**src/rtl/parity_pack_pkg.sv**
```systemverilog
// Shared types and constants for the parity bit packer: FSM state, byte/popcount widths.
package parity_pack_pkg;

  localparam int BYTE_W = 8;
  localparam int ONES_W = 4;
  localparam int IDX_W  = 3;

  typedef enum logic {
    IDLE    = 1'b0,
    COLLECT = 1'b1
  } pack_state_e;

  function automatic logic [ONES_W-1:0] popcount_byte(input logic [BYTE_W-1:0] b);
    logic [ONES_W-1:0] cnt;
    cnt = '0;
    for (int i = 0; i < BYTE_W; i++) begin
      cnt = cnt + ONES_W'(b[i]);
    end
    return cnt;
  endfunction

endpackage

```
**src/rtl/pack_fifo.sv**
```systemverilog
// Synchronous FIFO for packed bytes; head reads as zero while empty.
// A push into a full FIFO is accepted only when a pop happens in the same cycle.
module pack_fifo #(
  parameter int WIDTH = 8,
  parameter int DEPTH = 4
) (
  input  logic             clk,
  input  logic             rst,
  input  logic             i_push,
  input  logic [WIDTH-1:0] i_data,
  input  logic             i_pop,
  output logic             o_full,
  output logic             o_empty,
  output logic [WIDTH-1:0] o_head
);

  localparam int PTR_W = (DEPTH > 1) ? $clog2(DEPTH) : 1;
  localparam int CNT_W = PTR_W + 1;

  logic [WIDTH-1:0] r_mem [DEPTH];
  logic [PTR_W-1:0] r_wr_ptr;
  logic [PTR_W-1:0] r_rd_ptr;
  logic [CNT_W-1:0] r_count;
  logic             w_do_push;
  logic             w_do_pop;

  assign o_full    = (r_count == CNT_W'(DEPTH));
  assign o_empty   = (r_count == '0);
  assign w_do_pop  = i_pop && !o_empty;
  assign w_do_push = i_push && (!o_full || w_do_pop);

  // NOTE: sequential state uses non-blocking assignments so every register samples pre-edge values.
  always_ff @(posedge clk) begin
    if (rst) begin
      r_wr_ptr <= '0;
      r_rd_ptr <= '0;
      r_count  <= '0;
    end else begin
      if (w_do_push) r_wr_ptr <= r_wr_ptr + PTR_W'(1);
      if (w_do_pop)  r_rd_ptr <= r_rd_ptr + PTR_W'(1);
      case ({w_do_push, w_do_pop})
        2'b10:   r_count <= r_count + CNT_W'(1);
        2'b01:   r_count <= r_count - CNT_W'(1);
        default: r_count <= r_count;
      endcase
    end
  end

  // NOTE: storage is deliberately not reset; the head mux below hides stale entries while empty.
  always_ff @(posedge clk) begin
    if (w_do_push) r_mem[r_wr_ptr] <= i_data;
  end

  assign o_head = o_empty ? '0 : r_mem[r_rd_ptr];

endmodule

```
**src/rtl/parity_bit_packer.sv**
```systemverilog
// Packs a serial parity-bit stream into bytes, queues them in pack_fifo, reports popcount.
// Optional macro PACK_DROP_CNT_EN adds a saturating dropped-byte counter output drop_cnt.
module parity_bit_packer
  import parity_pack_pkg::*;
#(
  parameter int FIFO_DEPTH = 4,
  parameter int MSB_FIRST  = 0
) (
  input  logic              clk,
  input  logic              rst,
  input  logic              bit_in,
  input  logic              bit_valid,
  input  logic              frame_start,
  output logic [BYTE_W-1:0] byte_out,
  output logic              byte_valid,
  input  logic              byte_ready,
  output logic [ONES_W-1:0] ones_cnt,
  output logic              overflow,
  input  logic              ovf_clr
`ifdef PACK_DROP_CNT_EN
  ,
  output logic [7:0]        drop_cnt
`endif
);

  pack_state_e       r_state;
  pack_state_e       w_state_nxt;
  logic [IDX_W-1:0]  r_bit_idx;
  logic [IDX_W-1:0]  w_bit_idx_nxt;
  logic [BYTE_W-1:0] r_shift;
  logic [BYTE_W-1:0] w_shift_nxt;
  logic [BYTE_W-1:0] w_push_data;
  logic              w_push;
  logic              w_full;
  logic              w_empty;
  logic              w_drop;
  logic              r_overflow;

  // Maps the arrival index of a bit to its position in the output byte.
  function automatic logic [IDX_W-1:0] bit_pos(input logic [IDX_W-1:0] idx);
    return (MSB_FIRST != 0) ? (IDX_W'(BYTE_W - 1) - idx) : idx;
  endfunction

  // NOTE: every always_comb output gets a default first so no path can infer a latch.
  always_comb begin
    w_state_nxt   = r_state;
    w_bit_idx_nxt = r_bit_idx;
    w_shift_nxt   = r_shift;
    w_push        = 1'b0;
    w_push_data   = '0;
    unique case (r_state)
      IDLE: begin
        if (bit_valid) begin
          w_shift_nxt                   = '0;
          w_shift_nxt[bit_pos(IDX_W'(0))] = bit_in;
          w_bit_idx_nxt                 = IDX_W'(1);
          w_state_nxt                   = COLLECT;
        end
      end
      COLLECT: begin
        if (bit_valid && frame_start) begin
          w_shift_nxt                   = '0;
          w_shift_nxt[bit_pos(IDX_W'(0))] = bit_in;
          w_bit_idx_nxt                 = IDX_W'(1);
        end else if (bit_valid) begin
          w_shift_nxt[bit_pos(r_bit_idx)] = bit_in;
          if (r_bit_idx == IDX_W'(BYTE_W - 1)) begin
            w_push        = 1'b1;
            w_push_data   = w_shift_nxt;
            w_shift_nxt   = '0;
            w_bit_idx_nxt = '0;
            w_state_nxt   = IDLE;
          end else begin
            w_bit_idx_nxt = r_bit_idx + IDX_W'(1);
          end
        end
      end
      default: w_state_nxt = IDLE;
    endcase
  end

  always_ff @(posedge clk) begin
    if (rst) begin
      r_state   <= IDLE;
      r_bit_idx <= '0;
      r_shift   <= '0;
    end else begin
      r_state   <= w_state_nxt;
      r_bit_idx <= w_bit_idx_nxt;
      r_shift   <= w_shift_nxt;
    end
  end

  pack_fifo #(
    .WIDTH (BYTE_W),
    .DEPTH (FIFO_DEPTH)
  ) u_fifo (
    .clk     (clk),
    .rst     (rst),
    .i_push  (w_push),
    .i_data  (w_push_data),
    .i_pop   (byte_ready),
    .o_full  (w_full),
    .o_empty (w_empty),
    .o_head  (byte_out)
  );

  // A full FIFO is never empty, so byte_ready alone decides whether the head is popped.
  assign w_drop     = w_push && w_full && !byte_ready;
  assign byte_valid = !w_empty;
  assign ones_cnt   = popcount_byte(byte_out);
  assign overflow   = r_overflow;

  always_ff @(posedge clk) begin
    if (rst)          r_overflow <= 1'b0;
    else if (w_drop)  r_overflow <= 1'b1;
    else if (ovf_clr) r_overflow <= 1'b0;
  end

`ifdef PACK_DROP_CNT_EN
  logic [7:0] r_drop_cnt;

  always_ff @(posedge clk) begin
    if (rst) begin
      r_drop_cnt <= '0;
    end else if (w_drop) begin
      if (r_drop_cnt != 8'hFF) r_drop_cnt <= r_drop_cnt + 8'd1;
    end else if (ovf_clr) begin
      r_drop_cnt <= '0;
    end
  end

  assign drop_cnt = r_drop_cnt;
`endif

endmodule

```
**config.mk**
```make
export PLATFORM = sky130hd
export DESIGN_NAME = parity_bit_packer
export DESIGN_NICKNAME = d
export VERILOG_FILES = /design/src/rtl/parity_pack_pkg.sv /design/src/rtl/pack_fifo.sv /design/src/rtl/parity_bit_packer.sv
export SDC_FILE = /design/constraint.sdc
export NUM_CORES = 1
export LEC_CHECK = 0
export BUFFER_PORTS_ARGS = -buffer_cell sky130_fd_sc_hd__buf_2
export CORE_UTILIZATION = 50
export DETAILED_ROUTE_END_ITERATION = 7
export PLACE_DENSITY = 0.68
export SYNTH_ARGS = -nofsm -noshare
export SYNTH_HDL_FRONTEND = slang
export SYNTH_HIERARCHICAL = 1
export SYNTH_SLANG_ARGS = --single-unit
```
**constraint.sdc**
```tcl
create_clock -name clk -period 5.3 [get_ports clk]
set_clock_uncertainty 0.15 [all_clocks]
set_input_delay 0.265 -clock clk [delete_from_list [all_inputs] [get_ports clk]]
set_output_delay 0.265 -clock clk [all_outputs]
set_load 0.02 [all_outputs]
```
=== After elaboration in Yosys (flattened, before gate mapping) ===
Memories as Yosys holds them, arrays and structs flattened. A register that Yosys moved wholly into a read port is not among the register bits.
Index checks and enable logic that the tools add are counted.

* Register bits: 20
* Memories kept: 1
* Output and inout port bits: 14
* RAM bits: 32
* Input port bits: 7
* Word-level logic and storage cells: 77

{| class="wikitable"
|+ Memories
! memory !! words !! width !! read ports !! clocked after Yosys merged registers in !! wr ports !! RTL line !! RTL
|-
| u_fifo.r_mem || 4 || 8 || 1 || 1 || 1 || pack_fifo.sv:20 || <nowiki>logic [WIDTH-1:0] r_mem [DEPTH];</nowiki>
|}

* $lt $le $gt $ge: 2
* Eq/ne operators: 6
* Bitwise operators: 1
* Reduce and logical (&&, ||, !) cells: 14
* Muxes and demuxes: 34
* Add/subtract/negate cells: 12

{| class="wikitable"
|+ Operator list
! operator !! number
|-
| $mux 8 || 9
|-
| $add 4x1->4 || 4
|-
| $pmux 8 s2 || 1
|-
| $mux 1 || 13
|-
| $mux 3 || 4
|-
| $pmux 3 s2 || 2
|-
| $bwmux 8 || 1
|-
| $add 3x1->3 const B || 2
|-
| $eq 3x3->1 const B || 2
|-
| $logic_and 1x1->1 || 6
|-
| $add 2x1->2 const B || 2
|-
| $add 3x1->4 || 1
|-
| $lt 3x4->1 const B || 1
|-
| $mux 2 || 2
|-
| $reduce_bool 2->1 || 2
|-
| $add 2x1->3 || 1
|-
| $demux 1 s3 || 1
|-
| $ge 3x1->1 const B || 1
|-
| $logic_not 1->1 || 3
|-
| $logic_not 3->1 || 1
|-
| $ne 3x2->1 const B || 1
|-
| $sub 3x1->3 const B || 1
|-
| $add 1x1->2 || 1
|-
| $eq 2x1->1 const B || 1
|-
| 6 further kinds || 6
|}

=== Logic depth before layout (Yosys ltp) ===
Gate-level depths: netlist of run 1.

* Depth in word-level cells: 9
* Gate-level depth with buffers: 13
* Depth with buffers taken out: 12

=== Cells and area by module ===
Netlist of run 1, hierarchy kept.

{| class="wikitable"
|+ By module, submodules not included
! module !! cells an instance !! instances !! area each (um^2) !! seq. area each (um^2)
|-
| pack_fifo || 105 || 1 || 1706.6 || 1141.1
|-
| parity_bit_packer || 115 || 1 || 1071.0 || 260.2
|}

=== Worst setup path before layout of run 1 ===
No wires, ideal clock.

* Path kind: register -> output
* From: register (tool-made name)
* To: output port ones_cnt[2]
* Arrival: 3.644 ns
* Slack: 1.241 ns
* Stages on the path, launching flop included: 13
* Required time: 4.885 ns
* Buffers on the path: 1
* Cells stage by stage: dfxtp_1 > buf_6 > mux4_2 > nor2b_1 > fa_1 > inv_1 > fa_1 > fa_1 > inv_1 > ha_1 > inv_1 > fa_1 > xnor2_1

{| class="wikitable"
|+ RTL lines
! element !! RTL line !! RTL
|-
| to (decl) || parity_bit_packer.sv:17 || <nowiki>output logic [ONES_W-1:0] ones_cnt,</nowiki>
|}

==> results of run 1 <==
==> layout make-up <==
type                    count  area, sq um
repair buffers             21          108
multi-input cells         135         1220
inverters                  20         75.1
fillers                   440         2260
well taps                  70         87.6
clock inverters             2         15.0
clock buffers               6         72.6
flip-flops and latches     54         1400
==> cell families after synthesis <==
group / after synthesis / synth area share
simple gates: 72 / 0.175
xor+xnor: 3 / 0.00946
fa+ha+maj: 15 / 0.0811
mux: 18 / 0.103
flops: 54 / 0.505
compound gates: 27 / 0.0716
buf+inv: 31 / 0.0558
==> layer usage <==
metal  vias to the layer above  track usage  share of wire
li1                        814            -              -
met5                         -            0              0
met1                       776        0.214           0.48
met4                         0       0.0692          0.017
met3                         8       0.0275          0.026
met2                        26        0.287           0.47
==> power groups by stage <==
| stage | logic (W) | clock network, W | registers [W] |
|---|---|---|---|
| after floorplan | 0.0000202 | 0 | 0.000452 |
| after global placement | 0.0000226 | 0 | 0.000454 |
| after detailed placement | 0.0000227 | 0 | 0.000454 |
| after CTS | 0.0000227 | 0.000234 | 0.000445 |
| after global routing | 0.0000254 | 0.000249 | 0.000445 |
| final | 0.0000227 | 0.000223 | 0.000445 |
==> sequential cells by signal (all words and copies together) (netlist names), named ones only <==
| signal | cells |
|---|---|
| r_bit_idx | 3 |
| overflow | 1 |
| u_fifo/r_mem | 32 |
| u_fifo/r_rd_ptr | 2 |
| u_fifo/r_wr_ptr | 2 |
| r_state | 1 |
| u_fifo/r_count | 3 |
| r_shift | 8 |
==> placed cells by master (no fill, tap or decap), drive strengths merged, types with 2 or more instances in the layout <==
| cell type | n |
|---|---|
| clkinvlp | 2 |
| buf | 21 |
| a22o | 3 |
| nor2b | 10 |
| fa | 5 |
| nand3b | 5 |
| nor3b | 5 |
| or3b | 2 |
| or3 | 3 |
| mux4 | 8 |
| inv | 20 |
| nor3 | 9 |
| clkbuf | 6 |
| nor2 | 18 |
| edfxtp | 32 |
| a221o | 4 |
| dfxtp | 22 |
| xor2 | 2 |
| o41ai | 3 |
| mux2i | 9 |
| nand3 | 3 |
| nand2b | 5 |
| a21oi | 9 |
| and2 | 8 |
| ha | 10 |
| o21ai | 4 |
==> cells in the mapped netlist, drive strengths merged <==
| cell type | number | area, sq um |
|---|---|---|
| xor2 | 2 | 17.5 |
| a21oi | 9 | 45.0 |
| nand2 | 1 | 3.75 |
| o211a | 1 | 10.0 |
| or2b | 1 | 7.51 |
| edfxtp | 32 | 961 |
| or2 | 1 | 6.26 |
| nand4b | 1 | 23.8 |
| nor2 | 18 | 67.6 |
| o21ba | 1 | 10.0 |
| buf | 9 | 71.3 |
| xnor2 | 1 | 8.76 |
| and2 | 8 | 50.1 |
| mux2i | 9 | 90.1 |
| nor3b | 5 | 42.5 |
| o41ai | 3 | 26.3 |
| a21boi | 1 | 11.3 |
| mux2 | 1 | 15.0 |
| a221o | 4 | 40.0 |
| ha | 10 | 125 |
| or3 | 3 | 18.8 |
| mux4 | 8 | 180 |
| o21ai | 4 | 20.0 |
| nor2b | 10 | 70.1 |
| clkbuf | 2 | 8.75 |
| nand2b | 5 | 31.3 |
| a22o | 3 | 30.0 |
| nand3 | 3 | 15.0 |
| or3b | 2 | 20.0 |
| dfxtp | 22 | 440 |
| nand3b | 5 | 78.8 |
| nor3 | 9 | 50.1 |
| fa | 5 | 100 |
| a31oi | 1 | 6.26 |
| inv | 20 | 75.1 |
==> metrics by stage <==
stage	power, W	cells	utilization	cell area (sq um)	hold slack, ns
after detailed placement	0.000477	300	0.552	2890	0.310
after CTS	0.000702	308	0.569	2980	0.0553
after global placement	0.000477	300	0.552	2890	0.303
after global routing	0.000720	308	0.569	2980	0.108
final	0.000691	308	0.569	2980	0.0587
after floorplan	0.000472	220	-	2780	0.292
==> path summary, 6_finish.rpt <==
| check | slack, ns | depth (start not counted) | to |
|---|---|---|---|
| max reg2reg | 2.07 | 12 | u_fifo/r_count[2]$_SDFFE_PP0P_ |
| max | 0.73 | 12 | ones_cnt[2] |
| min | 0.06 | 3 | overflow$_SDFFE_PP0P_ |
| min reg2reg | 0.33 | 2 | overflow$_SDFFE_PP0P_ |
==> worst max-delay path: stages, from the launching register on <==
cell,delay (ns)
dfxtp_1,0.65
mux4_2,0.56
nor2b_1,0.17
fa_1,0.54
inv_1,0.05
fa_1,0.49
fa_1,0.40
inv_1,0.07
ha_1,0.16
inv_1,0.06
fa_1,0.38
xnor2_1,0.14
buf_2,0.18
==> results.md, run 1 <==
- Outcome: finished, final reports clean
- Die height: about 77 microns
- Hold Crit Start: ovf_clr
- Routability cong.: 0.724
- Netlist cell types: between 40 and 50
- Area of the mapped netlist: between 0.002 and 0.003 sq mm
- Syn Area/Cell: 12.6 sq um
- Final HPWL DP: about 3200 microns
- Worst r2r src: r_bit_idx[0]$_SDFFE_PP0P_
- Sequential fraction of the synthesis area: 0.505
- Clk slew on worst S/H paths: ~0.09 ns
- Yosys reg bits: 54
- Initial drt markers: 78
- Post-cts resize count: 0
- Port Buffers: 20
- Post-CTS Setup Bufs: 0
- Largest net degree at the start of global routing: 25
- Final period util: 0.862
- Area growth, synth to finish: 7.30%
- Hold buffers post-CTS: 0
- Least-Margin Pin Slew: 0.514 ns
- Combinational Power Share: 0.033
- Worst vdd ir: ~0.15 mV
- Final net count: between 200 and 300
- Share of post-route cells with drive strength above 1: 0.218
- Cell Pwr Density: 232 mW/mm^2
- WP data required: between 4 and 5 ns
- Switch share: 0.213
- Worst slack, placed: ~1.0 ns
- CTS Buf Count: 5
- Fin. max-slew vios: 0
- Max_slew headroom: 0.657
- Detailed Route WL: about 4400 microns
- Worst-Skew Late Latency: approximately 0.30 ns
- Die ar.: approximately 0.0059 sq mm
- Leak: between 1 and 1.5 nW
- Core area: 0.00524 sq mm
- H-tree levels: 2
- # IOs: 21
- CP Data Arrival Time: 4.15 ns
- Max Cap Viol: 0
- N_diodes: 0
- F_max: ~220 MHz
- Total grt overflow: 0
- DRC errors left: 0
- Final hold viol count: 0
- Sequential Power Share: 0.644
- Die extent in x: 76.5 microns
- CTS root buf: clkbuf_8
- P_sw: between 0.0001 and 0.00015 W
- Critical path type: reg2out
- Post-route setup slack: approximately 0.73 ns
- Gate Count Post-Synth: 220
- Mapped Nets: ~240
- Via count: between 1500 and 2000
- Initial antenna violation count: 0
- Gr usage total: 0.169
- TNS Setup: 0 ns
- Clock network power share: 0.323
- Pint: 0.000544 W
- Global-route wire length before repair: slightly below 8000 microns
- Vias in the first global route: ~1600
- Final worst path period need: ~4.6 ns
- Startpoint Class: flip-flop
- Clock Sinks: 54
- DR vias/cell: approximately 5.3
- Initial core utilization: 0.530
- CP max FO: 8
- DRT antenna net count: 0
- Std-Cell Rows: 26
- Min-delay worst type: in2reg
- Final setup fails: 0
- TritonCTS clock tree: done
- Avg WL per Cell: around 14 microns
- RSZ-0062 raised after global routing: no
- Synth warnings: 6
- Max clock buf depth: 2
- DR pass1 iterations: 4
- Element type at the critical path end: primary output
Note: power is estimated with default switching activity, not from simulation.
==> run 2, diff against run 1 <==
--- a/config.mk
+++ b/config.mk
@@ -5,6 +5,7 @@
 export SDC_FILE = /design/constraint.sdc
 export NUM_CORES = 1
 export LEC_CHECK = 0
+export ABC_AREA = 1
 export BUFFER_PORTS_ARGS = -buffer_cell sky130_fd_sc_hd__buf_2
 export CORE_UTILIZATION = 50
 export DETAILED_ROUTE_END_ITERATION = 7
==> results.md, run 2 <==
- Initial drt markers: 63 (was 78)
- Initial core utilization: 0.533 (was 0.530)
- # fillers: 479 (was 440)
- Commonest cells in the netlist: 50 x nand2_1, 49 x nor2_1, 46 x inv_1, 32 x edfxtp_1, 28 x a21oi_1 (was 32 x edfxtp_1, 22 x dfxtp_1, 20 x inv_1, 18 x nor2_1, 10 x ha_1)
- Main synth FF type: edfxtp_1 (unchanged)
- Via count: 2011 (was 1624)
- Least-Margin Pin Slew: 0.780 ns (was 0.514 ns)
- DRC errors left: 0 (unchanged)
- EDFF count, synth: 32 (unchanged)
- Met2 Use GR: 0.325 (was 0.287)
- Die extent in x: 76.7 microns (was 76.5 microns)
- Max clock buf depth: 2 (unchanged)
- Count leader, synth: nand2_1 (was edfxtp_1)
- Outcome: finished, final reports clean (unchanged)
- Async SR Flop Fraction: 0 (unchanged)
- Std-Cell Rows: 26 (unchanged)
- Cell Pwr Density: 346 mW/mm^2 (was 232 mW/mm^2)
- M3 GR Usage: 0.0286 (was 0.0275)
- Avg WL per Cell: 12.1 microns (was 14.4 microns)
- CTS Buf Count: 5 (unchanged)
- GR peak layer: met2 (unchanged)
- Post-CTS Setup Bufs: 0 (unchanged)
- Yosys reg bits: 54 (unchanged)
- Vias in the first global route: 1926 (was 1643)
- Port Buffers: 20 (unchanged)
- H-tree levels: 2 (unchanged)
- Synth warnings: 6 (unchanged)
- Mapped Nets: 337 (was 242)
- TNS Setup: 0 ns (unchanged)
- Min-delay worst type: in2reg (unchanged)
- Clk slew on worst S/H paths: 0.09 ns (about the same)
- Routability cong.: 0.793 (was 0.724)
- RSZ-0062 raised after global routing: no (unchanged)
- Core area: 0.00524 sq mm (unchanged)
- CP Data Arrival Time: 4.05 ns (was 4.15 ns)
- Hold buffers post-CTS: 0 (unchanged)
- Initial antenna violation count: 0 (unchanged)
- Post-cts resize count: 0 (unchanged)
- Sequential fraction of the synthesis area: 0.502 (was 0.505)
- DR vias/cell: 4.98 (was 5.27)
- Final Util: 0.566 (was 0.569)
- Biggest register: u_fifo/r_mem (unchanged)
- Max FFs per register: 32 (unchanged)
- Leak: 1.23 nW (was 1.25 nW)
- Gate Count Post-Synth: 315 (was 220)
- Met1 usage: 0.235 (was 0.214)
- WP data required: 4.89 ns (about the same)
- Area of the mapped netlist: 0.00279 sq mm (was 0.00278 sq mm)
- Final net count: 355 (was 259)
- Startpoint Class: flip-flop (unchanged)
- Element type at the critical path end: primary output (unchanged)
- Largest regs: u_fifo/r_mem x32, r_shift x8 (unchanged)
- Largest net degree at the start of global routing: 18 (was 25)
- N_diodes: 0 (unchanged)
- Synth top area cells: edfxtp_1 34%, dfxtp_1 16%, nand2_1 6.7% (was edfxtp_1 35%, dfxtp_1 16%, mux4_2 6.5%)
- Critical path type: reg2out (unchanged)
- Worst hold slack: 0.0502 ns (was 0.0587 ns)
- Worst vdd ir: 0.295 mV (was 0.145 mV)
- Final setup fails: 0 (unchanged)
- CP max FO: 17 (was 8)
- Netlist cell types: 29 (was 45)
- Detailed Route WL: 4890 microns (was 4420 microns)
- CTS root buf: clkbuf_8 (unchanged)
- Share of post-route cells with drive strength above 1: 0.117 (was 0.218)
- Die height: 76.7 microns (was 76.5 microns)
- Leading area contributor after synthesis: edfxtp_1 (unchanged)
- Final HPWL DP: 3640 microns (was 3210 microns)
- Clock Sinks: 54 (unchanged)
- Total grt overflow: 0 (unchanged)
- # IOs: 21 (unchanged)
- Final hold viol count: 0 (unchanged)
- Syn Area/Cell: 8.86 sq um (was 12.6 sq um)
- Global-route wire length before repair: 8690 microns (was 7760 microns)
- Max Cap Viol: 0 (unchanged)
- F_max: 224 MHz (was 219 MHz)
- TritonCTS clock tree: done (unchanged)
- Synth top area share: 0.344 (was 0.346)
- Commonest non-fill, non-tap cell in the layout: nand2_1 (was edfxtp_1)
- Fin. max-slew vios: 0 (unchanged)
- Area growth, synth to finish: 6.19% (was 7.30%)
- Max_slew headroom: 0.478 (was 0.657)
- Most frequent cells in the layout: 50 x nand2_1, 49 x nor2_1, 46 x inv_1 (was 32 x edfxtp_1, 22 x dfxtp_1, 20 x inv_1, 20 x buf_2, 18 x nor2_1)
- Final period util: 0.843 (was 0.862)
- Gr usage total: 0.185 (was 0.169)
- Final worst path period need: 4.47 ns (was 4.57 ns)
- Worst-Skew Late Latency: 0.30 ns (about the same)
- DR pass1 iterations: 4 (unchanged)
- DRT antenna net count: 0 (unchanged)
- Die ar.: 0.00588 sq mm (was 0.00586 sq mm)
-- run 2: logic make-up after synthesis --
| group | Yosys count | share of synthesized area |
|---|---|---|
| buf+inv | 60 | 0.107 |
| flops | 54 | 0.502 |
| simple gates | 135 | 0.214 |
| fa+ha+maj | 15 | 0.0807 |
| xor+xnor | 1 | 0.00314 |
| compound gates | 50 | 0.0928 |
-- run 2: layout make-up --
| class | instances | area [sq um] | share of cell area |
|---|---|---|---|
| multi-input cells | 201 | 1090 | 0.368 |
| inverters | 51 | 196 | 0.0663 |
| clock inverters | 2 | 13.8 | 0.00465 |
| well taps | 70 | 87.6 | 0.0296 |
| flip-flops and latches | 54 | 1400 | 0.473 |
| clock buffers | 6 | 72.6 | 0.0245 |
| repair buffers | 20 | 100 | 0.0338 |
-- run 2: per-layer routing --
metal	routed length [microns]	part of all wire	vias to the layer above
met5	0	0	-
met4	41	0.0084	0
met3	172	0.035	4
met2	2340	0.48	44
met1	2330	0.48	907
li1	-	-	1056
-- run 2: worst paths after layout --
check	start	to	slack, ns	cells past startpoint
setup / recovery	flip-flop	ones_cnt[2]	0.83	13
hold / removal	ovf_clr	overflow$_SDFFE_PP0P_	0.05	4
setup reg to reg	r_bit_idx[0]$_SDFFE_PP0P_	u_fifo/r_mem[0][1]$_DFFE_PP_	2.60	6
hold reg to reg	r_shift[7]$_SDFFE_PP0P_	r_shift[7]$_SDFFE_PP0P_	0.32	2
-- run 2: through the flow --
stage	instances	total power (W)	instance area (sq um)	setup WS, ns
3_3_place_gp	396	0.000809	2880	1.36
2_1_floorplan	315	0.000738	2790	1.31
6_report	404	0.00102	2960	0.833
5_1_grt	404	0.00109	2960	0.549
4_1_cts	404	0.00104	2960	0.819
3_5_place_dp	396	0.000821	2880	1.17
-- run 2: report_power, final --
group / internal (W) / switching (W)
clock network: 0.0000934 / 0.000124
logic: 0.000117 / 0.000228
registers: 0.000447 / 0.0000145
total: 0.000658 / 0.000366
-- run 2: worst max-delay path, cell delays in order, from the launching register on --
cell and delay, ns:
dfxtp_1 0.69, inv_2 0.24, o21ai_1 0.20, a21oi_1 0.12, fa_1 0.54, inv_1 0.05, fa_1 0.49, fa_1 0.41
inv_1 0.07, ha_1 0.17, inv_1 0.06, fa_1 0.40, xnor2_1 0.14, buf_2 0.18
